### config.mk
export PLATFORM = sky130hd
export DESIGN_NAME = seq_divider
export DESIGN_NICKNAME = d
export VERILOG_FILES = /design/src/rtl/seq_divider_pkg.sv /design/src/rtl/seq_divider_div_step.sv /design/src/rtl/seq_divider.sv
export SDC_FILE = /design/constraint.sdc
export NUM_CORES = 1
export LEC_CHECK = 0
export CAP_MARGIN = 5
export CORE_MARGIN = 8
export CORE_UTILIZATION = 35
export CTS_BUF_LIST = sky130_fd_sc_hd__clkbuf_8
export DETAILED_ROUTE_END_ITERATION = 6
export HOLD_SLACK_MARGIN = 0.08
export PLACE_DENSITY = 0.49
export SKIP_LAST_GASP = 1
export SYNTH_ARGS = -nofsm -noshare
export SYNTH_HDL_FRONTEND = slang
export SYNTH_HIERARCHICAL = 1
export SYNTH_SLANG_ARGS = --single-unit
export TNS_END_PERCENT = 5
### constraint.sdc
create_clock -name clk -period 7.2 [get_ports clk]
set_input_delay 1.44 -clock clk [delete_from_list [all_inputs] [get_ports clk]]
set_output_delay 1.44 -clock clk [all_outputs]
set_load 0.05 [all_outputs]
### src/rtl/seq_divider_pkg.sv
// seq_divider_pkg: shared width, iteration count, ALU divide codes and FSM states
package seq_divider_pkg;
  localparam int WIDTH = 32;
  localparam int ITER_COUNT = WIDTH;
  localparam logic [3:0] ALU_DIV = 4'b1100;
  localparam logic [3:0] ALU_DIVU = 4'b1101;
  typedef enum logic [2:0] {IDLE, PREP, ITER, FIX, DONE} state_t;
endpackage

### src/rtl/seq_divider_div_step.sv
// div_step: one combinational restoring shift-subtract iteration
module div_step #(
  parameter int W = 32
) (
  input  logic [W-1:0] rem_i,
  input  logic [W-1:0] quo_i,
  input  logic [W-1:0] div_i,
  output logic [W-1:0] rem_o,
  output logic [W-1:0] quo_o
);
  logic [W:0] sh;
  logic [W:0] diff;
  logic       ge;
  always_comb begin
    sh = {rem_i, quo_i[W-1]};
    diff = sh - {1'b0, div_i};
    ge = ~diff[W];
    rem_o = ge ? diff[W-1:0] : sh[W-1:0];
    quo_o = {quo_i[W-2:0], ge};
  end
endmodule

### src/rtl/seq_divider.sv
// seq_divider: multi-cycle signed/unsigned restoring divider with registered results and flags
module seq_divider #(
  parameter int WIDTH = seq_divider_pkg::WIDTH
) (
  input  logic             clk,
  input  logic             rst,
  input  logic             start,
  input  logic             is_signed,
  input  logic [WIDTH-1:0] dividend,
  input  logic [WIDTH-1:0] divisor,
  output logic             busy,
  output logic             done,
  output logic [WIDTH-1:0] quotient,
  output logic [WIDTH-1:0] remainder,
  output logic             zero_flag,
  output logic             sign_flag,
  output logic             overflow_flag,
  output logic             div_by_zero
);
  import seq_divider_pkg::*;
  state_t state_q, state_d;
  logic [5:0] cnt_q, cnt_d;
  logic [3:0] op_q, op_d;
  logic [WIDTH-1:0] dvd_q, dvd_d, dvs_q, dvs_d;
  logic [WIDTH-1:0] pr_q, pr_d, pq_q, pq_d, md_q, md_d;
  logic [WIDTH-1:0] quotient_q, quotient_d, remainder_q, remainder_d;
  logic zero_q, zero_d, sign_q, sign_d, ovf_q, ovf_d, dbz_q, dbz_d;
  logic [WIDTH-1:0] pr_n, pq_n, q_fix, r_fix;
  logic sg, dvd_neg, dvs_neg;
  div_step #(.W(WIDTH)) u_step (
    .rem_i(pr_q),
    .quo_i(pq_q),
    .div_i(md_q),
    .rem_o(pr_n),
    .quo_o(pq_n)
  );
  always_comb begin
    sg = op_q == ALU_DIV;
    dvd_neg = sg & dvd_q[WIDTH-1];
    dvs_neg = sg & dvs_q[WIDTH-1];
    q_fix = (dvd_neg ^ dvs_neg) ? -pq_q : pq_q;
    r_fix = dvd_neg ? -pr_q : pr_q;
    state_d = state_q;
    cnt_d = cnt_q;
    op_d = op_q;
    dvd_d = dvd_q;
    dvs_d = dvs_q;
    pr_d = pr_q;
    pq_d = pq_q;
    md_d = md_q;
    quotient_d = quotient_q;
    remainder_d = remainder_q;
    zero_d = zero_q;
    sign_d = sign_q;
    ovf_d = ovf_q;
    dbz_d = dbz_q;
    case (state_q)
      IDLE, DONE: begin
        state_d = start ? PREP : IDLE;
        if (start) begin
          op_d = is_signed ? ALU_DIV : ALU_DIVU;
          dvd_d = dividend;
          dvs_d = divisor;
        end
      end
      PREP: begin
        pq_d = dvd_neg ? -dvd_q : dvd_q;
        md_d = dvs_neg ? -dvs_q : dvs_q;
        pr_d = '0;
        cnt_d = '0;
        state_d = (dvs_q == '0) ? DONE : ITER;
        if (dvs_q == '0) begin
          quotient_d = '1;
          remainder_d = dvd_q;
          zero_d = 1'b0;
          sign_d = 1'b1;
          ovf_d = 1'b0;
          dbz_d = 1'b1;
        end
      end
      ITER: begin
        pr_d = pr_n;
        pq_d = pq_n;
        cnt_d = cnt_q + 6'd1;
        state_d = (cnt_q == 6'(ITER_COUNT - 1)) ? FIX : ITER;
      end
      FIX: begin
        quotient_d = q_fix;
        remainder_d = r_fix;
        zero_d = q_fix == '0;
        sign_d = q_fix[WIDTH-1];
        ovf_d = sg && dvd_q == {1'b1, {(WIDTH-1){1'b0}}} && dvs_q == '1;
        dbz_d = 1'b0;
        state_d = DONE;
      end
      default: state_d = IDLE;
    endcase
  end
  always_ff @(posedge clk or negedge rst) begin
    if (!rst) begin
      state_q <= IDLE;
      cnt_q <= '0;
      op_q <= '0;
      dvd_q <= '0;
      dvs_q <= '0;
      pr_q <= '0;
      pq_q <= '0;
      md_q <= '0;
      quotient_q <= '0;
      remainder_q <= '0;
      zero_q <= 1'b0;
      sign_q <= 1'b0;
      ovf_q <= 1'b0;
      dbz_q <= 1'b0;
    end else begin
      state_q <= state_d;
      cnt_q <= cnt_d;
      op_q <= op_d;
      dvd_q <= dvd_d;
      dvs_q <= dvs_d;
      pr_q <= pr_d;
      pq_q <= pq_d;
      md_q <= md_d;
      quotient_q <= quotient_d;
      remainder_q <= remainder_d;
      zero_q <= zero_d;
      sign_q <= sign_d;
      ovf_q <= ovf_d;
      dbz_q <= dbz_d;
    end
  end
  assign busy = state_q inside {PREP, ITER, FIX};
  assign done = state_q == DONE;
  assign quotient = quotient_q;
  assign remainder = remainder_q;
  assign zero_flag = zero_q;
  assign sign_flag = sign_q;
  assign overflow_flag = ovf_q;
  assign div_by_zero = dbz_q;
endmodule
# [Word-level counts from Yosys, hierarchy flattened]
# Index checks and enable logic that the tools add are counted.
[totals] reg_bits=241 output_inout_bits=70 wordCells=67 in_bits=68
[op_classes] n_eq_ne=9 mux=23 n_reduce_logical=11 bitwise_logic=4 addsub=6
[ops] op="32-bit case mux with 2 select lines" n=4
[ops] op="32-bit 2-to-1 mux" n=7
[ops] op="32-bit negator" n=4
[ops] op="32-bit equality test, second input constant" n=2
[ops] op="32-bit zero test" n=2
[ops] op="33-bit by 32-bit subtractor with 33-bit output" n=1
[ops] op="3-bit case mux with 4 select lines" n=1
[ops] op="6-bit case mux with 2 select lines" n=1
[ops] op="1-bit case mux with 2 select lines" n=4
[ops] op="6-bit by 1-bit adder with 6-bit output, second input constant" n=1
[ops] op="3-bit by 2-bit equality test with 1-bit output, second input constant" n=2
[ops] op="6-bit by 5-bit equality test with 1-bit output, second input constant" n=1
[ops] op="1-bit 2-to-1 mux" n=5
[ops] op="4-bit equality test, second input constant" n=1
[ops] op="2-bit AND reduction" n=2
[ops] op="2-bit nonzero test" n=2
[ops] op="3-bit by 1-bit equality test with 1-bit output, second input constant" n=1
[ops] op="3-bit equality test, second input constant" n=1
[ops] op="3-bit zero test" n=1
[ops] op="3-bit 2-to-1 mux" n=1
[ops] op="3-bit nonzero test" n=1
[ops] op="1-bit AND" n=2
[ops] op="1-bit logical AND" n=2
[ops] op="2-bit inequality test, second input constant" n=1
[ops] op="other kinds (3)" n=3

# [Logic depth before layout (Yosys ltp)]
[logic_depth] word_depth=6 depth_mapped=16 mapped_depth_nobuf=15

# [Modules after synthesis]
# Netlist, hierarchy kept.
[modules_own_cells] mod="seq_divider" cells_each=1278 area_each_um2=12301.8 n_inst=1 seq_area_each_um2=5955.7
[modules_own_cells] mod="div_step" cells_each=343 area_each_um2=2496.1 n_inst=1 seq_area_each_um2=0.0

# [Worst setup path before layout]
# OpenSTA, ideal clock, no wires.
[synth_path] path_type="register to register" start="reg pq_q[31]" end="reg pr_q[13]" stages_incl_launch_ff=16 required_time_ps=7079 n_path_buf=1 period_less_slack_ps=3240 arrival_ps=3119 path_slack_ps=3960 setup_ps=121 path_cell_list="dfrtp_1 -> inv_1 -> ha_1 -> fa_1 -> and2b_1 -> o2111ai_1 -> a21oi_2 -> o2111ai_1 -> a211oi_2 -> nor2_2 -> mux2i_1 -> and2_4 -> inv_2 -> buf_6 -> mux2_4 -> a22o_1"
[synth_via] elab_chain_len=3
[synth_rtl] item="start: declaration" line_no="seq_divider.sv:25" rtl="logic [WIDTH-1:0] pr_q, pr_d, pq_q, pq_d, md_q, md_d;"
[synth_rtl] item="start signal: assignment" line_no="seq_divider.sv:122" rtl="pq_q <= pq_d;"
[synth_rtl] item="33-bit by 32-bit subtractor with 33-bit output" line_no="seq_divider_div_step.sv:16" rtl="diff = sh - {1'b0, div_i};"
[synth_rtl] item="32-bit 2-to-1 mux" line_no="seq_divider_div_step.sv:18" rtl="rem_o = ge ? diff[W-1:0] : sh[W-1:0];"
[synth_rtl] item="net pr_n[13]" line_no="seq_divider.sv:28" rtl="logic [WIDTH-1:0] pr_n, pq_n, q_fix, r_fix;"
[synth_rtl] item="32-bit case mux with 2 select lines" line_no="seq_divider.sv:57" rtl="case (state_q)"
[synth_rtl] item="end signal: assignment" line_no="seq_divider.sv:121" rtl="pr_q <= pr_d;"
[synth_rtl] item="end: declaration" line_no="seq_divider.sv:25"
# The timed path passes the listed nets, and every way through them passes these cells.
# A chain may end at the register's enable or synchronous reset.

# [Worst setup path after layout]
[layout_path] start="reg pq_q[31]" end="reg pr_q[28]"
# Same word-level chain as after synthesis.

==> key figures <==
Synthesis
  – Mapped Cells: 1621
  – Seq/Total Area, Yosys: 40.2%
  – Mapped Area: 14800 um^2
  – Top_reg_cell synth: dfrtp_1
  – Synthesized area per cell: 9.13 um^2
  – Post-synth ARST share: 100%
  – Syn nets: 1728
  – Number of synthesized flops with an enable pin: 0
  – Ys Warns: 6
  – Distinct cells, synth: 84
  – Number of synthesized register bits: 238

Timing
  – Minimum clock period: 4.17 ns
  – WHS: 0.477 ns
  – Fmax: 240 MHz
  – Final setup fails: 0
  – Setup TNS: 0 ns
  – Endpoints failing hold: 0
  – Worst Skew: 0.0277 ns
  – Pins Over Slew Limit: 0
  – RSZ-0062 raised after global routing: no
  – Worst-Margin Slew: 1.02 ns
  – Final Cycle Share: 57.9%
  – Max_slew headroom: 32.1%

Detailed routing
  – Vias per inst: 5.45
  – Antenna Nets Post-Route: 0
  – WL/cell: 20.9 um
  – DRT Pass-1 Iters: 6
  – Final WL: 47.1 mm
  – DRC viols: 0
  – Iter 0 DRT Violations: 855
  – Via Count: 12300

Finish
  – Commonest non-fill, non-tap cell in the layout: dfrtp_1
  – Antenna Cells: 0
  – Nets: 1790
  – FF/Latch Area: 5960 um^2
  – Area growth syn-to-layout: 16.1%
  – Layout cell share with drive strength beyond 1: 10.4%
  – Layout fillers: 4235
  – Layout Cells excl Fill: 2255
  – Layout Cell Area excl Fill: 17200 um^2
  – Footprint of the multi-input gates: 7960 um^2
  – Most frequent cells in the layout: dfrtp_1 (238), o21ai_0 (153), nand2_1 (140)

Critical path
  – CP max FO: 22
  – Worst path required time: 7.69 ns
  – Worst setup path category: flip-flop to flip-flop
  – Critical path arrival: 4.65 ns
  – R2R setup slack: 3.03 ns
  – Startpoint Class: flip-flop
  – Crit end category: flip-flop

Floorplanning
  – Die Y: 222 um
  – Rows: 75
  – Full die area: 49100 um^2
  – I/O pin count: 138
  – Starting Density: 35.4%
  – Core area: 41900 um^2
  – Die W: 222 um

GRT
  – Number of global-route vias before repair: 12300
  – Largest net degree at the start of global routing: 107
  – Initial antenna violation count: 0
  – First-pass GRT wire length: 73.7 mm
  – Grt ovf: 0
  – GRT Util Overall: 18.8%

Clock tree
  – # H-tree levels: 2
  – # hold bufs at CTS: 0
  – CTS Buffer Depth: 3
  – Clock latency at the later pin of the worst-skew pair: 0.61 ns
  – Post-CTS sizing: 0
  – CTS root buf: clkbuf_8
  – Total setup buffers inserted after CTS: 0
  – Total CTS buffers: 46
  – CTS Sinks: 238
  – Clk slew on worst S/H paths: 0.06 ns
  – CTS tree: done

Pwr
  – Maximum VDD drop: 0.203 mV
  – Power Density: 536 nW/um^2
  – Design Power: 0.00921 W
  – Leak: 7.18 nW

Outcome
  – Status: completed

Place
  – Placed cell count: 2174
  – Port bufs: 137
  – DP Wirelength: 34.0 mm
  – GP Congestion: 0.870
  – Placed Area: 16300 um^2

Hold path
  – Hold WC Path Type: flip-flop to flip-flop

Flow run
  – Max Cap Viol: 0
[logic make-up (layout without fill, tap and decap cells)]
kind of cell	count (synthesis)	after routing	share of synthesized area (%)
buf+inv	197	292	6.16
flops	238	238	40.2
mux	86	86	6.94
compound gates	449	449	18.8
fa+ha+maj	39	39	3.35
simple gates	473	473	16.3
xor+xnor	139	139	8.23
[state kept, by name, indices dropped and copies added, names as in the netlist, 3 cells and up]
| register | flops |
|---|---|
| dvd_q | 32 |
| pq_q | 32 |
| remainder | 32 |
| md_q | 32 |
| quotient | 32 |
| pr_q | 32 |
| state_q | 3 |
| cnt_q | 6 |
| dvs_q | 32 |
[synth_stat cells, types with 11 or more instances]
cell | count | area [um^2]
a22o_1 | 29 | 254
nor4_1 | 21 | 131
or3_1 | 14 | 87.6
o21ai_1 | 14 | 70.1
nor3_1 | 47 | 235
mux2_2 | 55 | 619
clkbuf_1 | 77 | 289
a211oi_1 | 12 | 90.1
xnor2_1 | 80 | 701
mux2_4 | 19 | 285
and3_1 | 13 | 81.3
a21o_1 | 19 | 143
ha_1 | 38 | 475
a22oi_1 | 11 | 82.6
buf_4 | 35 | 263
o21ai_0 | 153 | 766
o211ai_1 | 13 | 97.6
inv_1 | 57 | 214
o31ai_1 | 20 | 150
a21oi_1 | 86 | 430
dfrtp_1 | 238 | 5960
nand3_1 | 42 | 210
o22ai_1 | 16 | 100
nand4_1 | 26 | 163
buf_2 | 13 | 65.1
nor2_1 | 99 | 372
nand2_1 | 140 | 526
or4_1 | 11 | 82.6
xor2_1 | 59 | 517
a31oi_1 | 27 | 169
[per-layer routing]
metal	routed length (um)	vias to the layer above	global-route usage, %	share of wire [%]
met2	21200	339	29.6	45
li1	-	5944	-	-
met4	1160	0	6.20	2.5
met5	0	-	0	0
met1	22300	5928	25.8	47
met3	2490	70	3.24	5.3
[area by class of cell]
cell class                      count  area share [%]
Clock buffer                       58            4.65
Clock inverter                     23           0.531
Inverter                           59            1.29
Multi-Input combinational cell   1186            46.3
Sequential cell                   238            34.7
Tap cell                          539            3.92
Timing Repair Buffer              152            8.66
[path summary, 6_finish.rpt]
check	startpoint	to	cells after the start
setup / recovery	pq_q[31]	pr_q[28]	15
max in group asynchronous	rst	dvs_q[31]	2
min in group asynchronous	rst	dvd_q[15]	1
hold / removal	md_q[14]	md_q[14]	2
setup reg to reg	pq_q[31]	pr_q[28]	15
hold reg to reg	md_q[14]	md_q[14]	2
[worst max-delay path, stage by stage (launching register included)]
cell and delay [ns]:
dfrtp_1 0.40, inv_1 0.06, ha_1 0.22, fa_1 0.40, and2b_1 0.23, o2111ai_1 0.15
a21oi_2 0.25, o2111ai_1 0.22, a211oi_2 0.33, nor2_2 0.12, mux2i_1 0.13, buf_4 0.20
and2_4 0.21, inv_2 0.53, mux2_4 0.35, a22o_1 0.21
[stage by stage]
stage / util (%) / setup WS [ns]
after floorplan: - / 3.96
after global placement: 38.9 / 3.11
after detailed placement: 38.9 / 3.05
after CTS: 41.1 / 3.03
after global routing: 41.1 / 2.85
final: 41.1 / 3.03
[report_power, final]
part	switching (W)	leakage (nW)	internal, W
clock	0.000604	0.534	0.000717
sequential	0.000829	2.97	0.00192
combinational	0.00304	3.68	0.00211
Note: power is estimated with default switching activity, not from simulation.
